File: src/rtl/acorn_phase_ctrl.sv
// Step sequencer for the ACORN-128 core: walks INIT -> AD -> ENC -> FINAL one
// state-update step per accepted cycle and decodes the per-step control bits.
module acorn_phase_ctrl #(
  parameter int INIT_STEPS  = 1792,
  parameter int AD_BITS     = 128,
  parameter int PT_BITS     = 128,
  parameter int PAD_STEPS   = 256,
  parameter int FINAL_STEPS = 768,
  parameter int CNT_W       = 11
) (
  input  logic             clk,
  input  logic             rst,
  input  logic             start,
  input  logic             abort,
  input  logic             step_rdy,
  output logic             busy,
  output logic             step_en,
  output logic             ca,
  output logic             cb,
  output logic [2:0]       mbit_sel,
  output logic [6:0]       bit_idx,
  output logic             key_flip,
  output logic             ks_valid,
  output logic [2:0]       phase,
  output logic [CNT_W-1:0] step_cnt,
  output logic             done
);

  typedef enum logic [2:0] {
    PH_IDLE  = 3'd0,
    PH_INIT  = 3'd1,
    PH_AD    = 3'd2,
    PH_ENC   = 3'd3,
    PH_FINAL = 3'd4,
    PH_DONE  = 3'd5
  } phase_e;

  localparam logic [2:0] SEL_ZERO = 3'd0;
  localparam logic [2:0] SEL_KEY  = 3'd1;
  localparam logic [2:0] SEL_IV   = 3'd2;
  localparam logic [2:0] SEL_AD   = 3'd3;
  localparam logic [2:0] SEL_PT   = 3'd4;
  localparam logic [2:0] SEL_ONE  = 3'd5;

  localparam logic [CNT_W-1:0] INIT_LAST  = CNT_W'(INIT_STEPS - 1);
  localparam logic [CNT_W-1:0] AD_LAST    = CNT_W'(AD_BITS + PAD_STEPS - 1);
  localparam logic [CNT_W-1:0] ENC_LAST   = CNT_W'(PT_BITS + PAD_STEPS - 1);
  localparam logic [CNT_W-1:0] FINAL_LAST = CNT_W'(FINAL_STEPS - 1);

  localparam logic [CNT_W-1:0] KEY_END    = CNT_W'(128);
  localparam logic [CNT_W-1:0] IV_END     = CNT_W'(256);
  localparam logic [CNT_W-1:0] AD_END     = CNT_W'(AD_BITS);
  localparam logic [CNT_W-1:0] AD_CA_END  = CNT_W'(AD_BITS + 128);
  localparam logic [CNT_W-1:0] PT_END     = CNT_W'(PT_BITS);
  localparam logic [CNT_W-1:0] PT_CA_END  = CNT_W'(PT_BITS + 128);

  phase_e           state_reg, state_next;
  phase_e           phase_after;
  logic [CNT_W-1:0] cnt_reg, cnt_next;
  logic [CNT_W-1:0] phase_last;

  always_ff @(posedge clk or negedge rst) begin
    if (!rst) begin
      state_reg <= PH_IDLE;
      cnt_reg   <= '0;
    end else begin
      state_reg <= state_next;
      cnt_reg   <= cnt_next;
    end
  end

  always_comb begin
    state_next  = state_reg;
    cnt_next    = cnt_reg;
    phase_after = PH_IDLE;
    phase_last  = '0;
    busy        = 1'b0;
    step_en     = 1'b0;
    ca          = 1'b0;
    cb          = 1'b0;
    mbit_sel    = SEL_ZERO;
    bit_idx     = 7'd0;
    key_flip    = 1'b0;
    ks_valid    = 1'b0;
    done        = 1'b0;

    case (state_reg)
      PH_IDLE: begin
        // abort outranks start even when nothing is running
        if (start && !abort) begin
          state_next = PH_INIT;
          cnt_next   = '0;
        end
      end

      PH_INIT: begin
        busy        = 1'b1;
        ca          = 1'b1;
        cb          = 1'b1;
        phase_last  = INIT_LAST;
        phase_after = PH_AD;
        mbit_sel    = ((cnt_reg >= KEY_END) && (cnt_reg < IV_END)) ? SEL_IV : SEL_KEY;
        bit_idx     = cnt_reg[6:0];
        key_flip    = (cnt_reg == IV_END);
      end

      PH_AD: begin
        busy        = 1'b1;
        cb          = 1'b1;
        ca          = (cnt_reg < AD_CA_END);
        phase_last  = AD_LAST;
        phase_after = PH_ENC;
        if (cnt_reg < AD_END) begin
          mbit_sel = SEL_AD;
          bit_idx  = cnt_reg[6:0];
        end else if (cnt_reg == AD_END) begin
          mbit_sel = SEL_ONE;
        end
      end

      PH_ENC: begin
        busy        = 1'b1;
        ca          = (cnt_reg < PT_CA_END);
        ks_valid    = (cnt_reg < PT_END);
        phase_last  = ENC_LAST;
        phase_after = PH_FINAL;
        if (cnt_reg < PT_END) begin
          mbit_sel = SEL_PT;
          bit_idx  = cnt_reg[6:0];
        end else if (cnt_reg == PT_END) begin
          mbit_sel = SEL_ONE;
        end
      end

      PH_FINAL: begin
        busy        = 1'b1;
        ca          = 1'b1;
        cb          = 1'b1;
        phase_last  = FINAL_LAST;
        phase_after = PH_DONE;
      end

      PH_DONE: begin
        done       = 1'b1;
        state_next = PH_IDLE;
        cnt_next   = '0;
      end

      default: begin
        state_next = PH_IDLE;
        cnt_next   = '0;
      end
    endcase

    step_en = busy & step_rdy;

    // abort wins over the last-step phase advance
    if (busy) begin
      if (abort) begin
        state_next = PH_IDLE;
        cnt_next   = '0;
      end else if (step_en) begin
        if (cnt_reg == phase_last) begin
          state_next = phase_after;
          cnt_next   = '0;
        end else begin
          cnt_next = cnt_reg + 1'b1;
        end
      end
    end
  end

  assign phase    = state_reg;
  assign step_cnt = cnt_reg;

endmodule

File: config.mk
export PLATFORM = sky130hd
export DESIGN_NAME = acorn_phase_ctrl
export DESIGN_NICKNAME = d
export VERILOG_FILES = /design/src/rtl/acorn_phase_ctrl.sv
export SDC_FILE = /design/constraint.sdc
export NUM_CORES = 1
export LEC_CHECK = 0
export CORE_MARGIN = 10
export CORE_UTILIZATION = 50
export CTS_BUF_LIST = sky130_fd_sc_hd__clkbuf_8
export CTS_CLUSTER_DIAMETER = 50
export DETAILED_ROUTE_END_ITERATION = 12
export GPL_TIMING_DRIVEN = 1
export PLACE_DENSITY = 0.86
export SLEW_MARGIN = 30
export SYNTH_ARGS = -nofsm -noshare
export SYNTH_HDL_FRONTEND = slang
export SYNTH_SLANG_ARGS = --single-unit
File: constraint.sdc
create_clock -name clk -period 4.7 [get_ports clk]
set_input_delay 0.47 -clock clk [delete_from_list [all_inputs] [get_ports clk]]
set_output_delay 0.47 -clock clk [all_outputs]
set_load 0.01 [all_outputs]
* Yosys cells after proc, flatten, opt, wreduce, memory -nomap -nowiden
Index checks and enable logic that the tools add are counted.
** Word-level totals
- Register bits :: 14
- Input port bits :: 5
- Output and inout bits :: 31
- Logic and storage cells :: 50
** Cells by class
- $add $sub $neg :: 1
- $lt $le $gt $ge :: 3
- Equality and inequality tests :: 8
- Mux-type cells :: 27
- Bitwise gates (word level) :: 1
- Reductions and logical operators :: 8
** Operators by type and width (number)
- two-way mux 11 bit :: 5
- one-hot mux 11 bit (3 select lines) :: 1
- two-way mux 3 bit :: 8
- one-hot mux 11 bit (2 select lines) :: 1
- one-hot mux 7 bit (2 select lines) :: 1
- one-hot mux 3 bit (4 select lines) :: 1
- adder 11 x 1 -> 11 bit, second input constant :: 1
- equality test 11 bit :: 1
- equality test 11 x 8 -> 1 bit, second input constant :: 1
- equality test 11 x 9 -> 1 bit, second input constant :: 1
- >= comparator 11 x 8 -> 1 bit, second input constant :: 1
- < comparator 11 x 8 -> 1 bit, second input constant :: 1
- < comparator 11 x 9 -> 1 bit, second input constant :: 1
- one-hot mux 3 bit (3 select lines) :: 1
- two-way mux 7 bit :: 1
- equality test 3 x 2 -> 1 bit, second input constant :: 2
- equality test 3 bit, second input constant :: 2
- one-hot mux 3 bit (2 select lines) :: 1
- two-way mux 1 bit :: 5
- OR reduction 2 bit :: 2
- OR reduction 4 bit :: 1
- equality test 3 x 1 -> 1 bit, second input constant :: 1
- logical NOT 3 bit :: 1
- OR reduction 3 bit :: 1
- 5 further kinds :: 6

* Depth between registers and ports, before layout
- Depth in word-level cells :: 8
- Depth in mapped cells :: 8
- Gate-level depth less buffers :: 8

* Worst setup path before layout
OpenSTA, ideal clock, no wires.
- Path type :: reg2out
- Start point :: register state_reg[0], in the netlist phase[0]
- End point :: output port step_en
- Arrival time :: 1.527 ns
- Required time :: 4.230 ns
- Slack :: 2.703 ns
- Stages on the path, launching flop included :: 7
- Buffers on the path :: 1
- Path through :: dfrtp_1 -> nor2_4 -> xor2_1 -> inv_1 -> nand2_1 -> inv_1 -> buf_2
** On the way
- Longest elaborated chain between the ends :: 4
- Elaborated cells on any way between the ends :: 7
- Those cells by class :: eq/ne (4); mux (1); bitwise (1); reduce/logical (1)
** RTL lines
- start: declaration :: RTL line 57 : phase_e state_reg, state_next;
- start signal: assignment :: RTL line 67 : state_reg <= state_next;
- equality test 3 x 2 -> 1 bit (tied with other cells) :: RTL line 87 : case (state_reg)
- OR reduction 4 bit (no line) *
- two-way mux 1 bit * :: RTL line 87
- net busy :: RTL line 16 : output logic busy,
- AND 1 bit * :: RTL line 155 : step_en = busy & step_rdy;
- end: declaration :: RTL line 17 : output logic step_en,
Mark *: on every way through the listed nets, which the timed path passes. The rest lies on a longest branch.

* Final worst setup path
- Start point :: register state_reg[0], in the netlist phase[0]
- End point :: output port step_en
** On the way
- Longest elaborated chain between the ends :: 4
- Elaborated cells on any way between the ends :: 7
- Those cells by class :: eq/ne (4); mux (1); bitwise (1); reduce/logical (1)
** RTL lines (RTL line)
- equality test 3 x 2 -> 1 bit (tied with other cells) :: 87
- OR reduction 4 bit (no line) *
- two-way mux 1 bit * :: 87
- AND 1 bit * :: 155
Every way passes the cells marked *; elsewhere a longest branch is shown, timed or not.

==> impl_metrics.toml <==
[outcome]
status = "finished, final reports clean"

[timing]
fmax_mhz = 328
hold_slack_ns = 0.607
finalSetupTns_ns = 0
worst_slack_ns = 1.65
max_slew_margin_pct = 56.7
setup_viol = 0
final_hold_viol_count = 0
slew_violations = 0
finalWorstPathRequiredPeriod_ns = 3.05
period_share_pct = 64.9
rsz0062_at_grt = "no"
fin_skew_ns = 0.00155
tightest_slew_ns = 0.650

[setup_path]
worstPathArrival_ns = 2.58
worstPathRequired_ns = 4.23
critPathKind = "register to primary output"
crit_fanout = 16
end_kind = "primary output"
startpoint_type = "register"

[yosys]
yosysTopAreaCell = "dfrtp_1"
synth.most_common_cell = "dfrtp_1"
postSynthNetCount = 159
async_flop_share_pct = 100
synth_flop_cell = "dfrtp_1"
yosys_warnings = 0
syn-cell-area_um2 = 1200
seq_area_frac_synth_pct = 29.1
syn_inst = 152
synth.area.top_cells = "dfrtp_1 29%, and2_1 4.7%, a21oi_1 4.2%"
synthDistinctLibCells = 46
yosysTopAreaCellShare_pct = 29.1
syn-mean-instance-area_um2 = 7.93
ys_top_cells_by_count = "14 x dfrtp_1, 13 x nor2_1, 12 x nand2_1"
ys_ff_latch = 14
synth_edf_count = 0

[power_and_ir_drop]
power_density_nw_per_um2 = 183
peakVddDrop_mv = 0.216
leakagePower_nw = 0.600
design_power_total_uw = 290

[route]
drt_drc_violations_left = 0
vias_per_cell = 6.14
drt_iter0_drc = 154
antenna_left = 0
routed_wirelength_um = 3500
vias = 1270
avgRoutedWirePerCell_um = 16.9
drtPass1Iterations = 4

[placement]
gp_congestion = 0.960
place_hpwl_um = 2600
dpl_cell_area_um2 = 1540
io_buffers = 35
dp_cells = 204
pre_cts_slack_ns = 1.97

[layout]
utilization_pct = 70.3
area_delta_synth_final_pct = 31.5
antenna_cells = 0
final_nets = 188
instances_no_fill = 207
drive_above_1_share_pct = 4.47
fin_area_um2 = 1580

[grt]
grt_pass1_vias = 1187
antenna_found_initial = 0
grt_max_degree = 21
globalRouteOverflowTotal = 0
grt_pass1_wl_um = 5810
grt_use_total_pct = 13.9

[clocking]
cts_htree_levels = 1
hold_buffers = 0
clk_path_buf_depth = 2
tritoncts = "done"
clk_pin_slew_ns = 0.05
cts_setup_buffers = 0
cts.repair.resized = 0
root_buffer = "clkbuf_8"
clock_latency_ns = 0.24
cts_buffers = 3
cts_sinks = 14

[floorplanning]
start_util_pct = 53.4
num_rows = 17
ioPinCount = 36
die_y_um = 69.1
die_x_um = 69.1
die-area_um2 = 4770
fp.coreArea_um2 = 2250

[flow_run]
cap_violations = 0

[hold_path]
hold_path_class = "register to register"
==> where the power goes <==
| part | internal, mW | switching, mW | leakage (nW) |
|---|---|---|---|
| clock network | 0.0566 | 0.0393 | 0.0216 |
| logic | 0.0290 | 0.0347 | 0.385 |
| registers | 0.124 | 0.00636 | 0.193 |
| total | 0.209 | 0.0803 | 0.600 |
==> layout make-up <==
type / instances / area (um2)
multi-input combinational: 121 / 785
fill: 190 / 671
sequential: 14 / 350
timing repair buffer: 35 / 350
clock buffer: 3 / 41.3
tap: 28 / 35.0
inverter: 6 / 22.5
==> final timing paths <==
| kind | start | to | slack, ns | cells after the start |
|---|---|---|---|---|
| setup reg to reg | phase[2] | step_cnt[10] | 2.21 | 5 |
| hold / removal | step_cnt[1] | step_cnt[1] | 0.61 | 2 |
| setup / recovery | phase[0] | step_en | 1.65 | 6 |
| hold reg to reg | step_cnt[1] | step_cnt[1] | 0.61 | 2 |
| max in group asynchronous | rst | step_cnt[9] | 3.67 | 1 |
| min in group asynchronous | rst | step_cnt[2] | 0.62 | 1 |
==> critical path, stage by stage, from the launching register on <==
cell and delay (ns):
dfrtp_1 0.57, nor2_4 0.27, xor2_1 0.39, inv_1 0.21, nand2_1 0.16, inv_1 0.19
clkdlybuf4s50_1 0.54
==> flip-flops by register name (all words and copies together) (netlist names) <==
| register | count |
|---|---|
| step_cnt | 11 |
| phase | 3 |
==> kinds of logic after synthesis <==
group	count (synthesis)	share of synthesized area [%]
mux	3	2.60
flops	14	29.1
xor+xnor	5	3.64
fa+ha+maj	2	2.08
simple gates	69	31.6
compound gates	42	25.2
buf+inv	17	5.81
==> layer usage <==
layer / global-route usage (%) / part of all wire, % / up-vias
li1: - / - / 608
met1: 15.9 / 40 / 594
met2: 20.9 / 45 / 61
met3: 6.70 / 12 / 7
met4: 7.54 / 2.3 / 0
met5: 0 / 0 / -
==> cells in the final DEF (no fill, tap or decap), drive strengths merged, types with 5 or more instances in the layout <==
| master | instances |
|---|---|
| o21ai | 6 |
| a21oi | 10 |
| nor2 | 14 |
| nand4 | 5 |
| and2 | 9 |
| nand2 | 12 |
| clkdlybuf4s50 | 35 |
| dfrtp | 14 |
| inv | 6 |
| nor2b | 7 |
(Power assumes the default switching activity.)
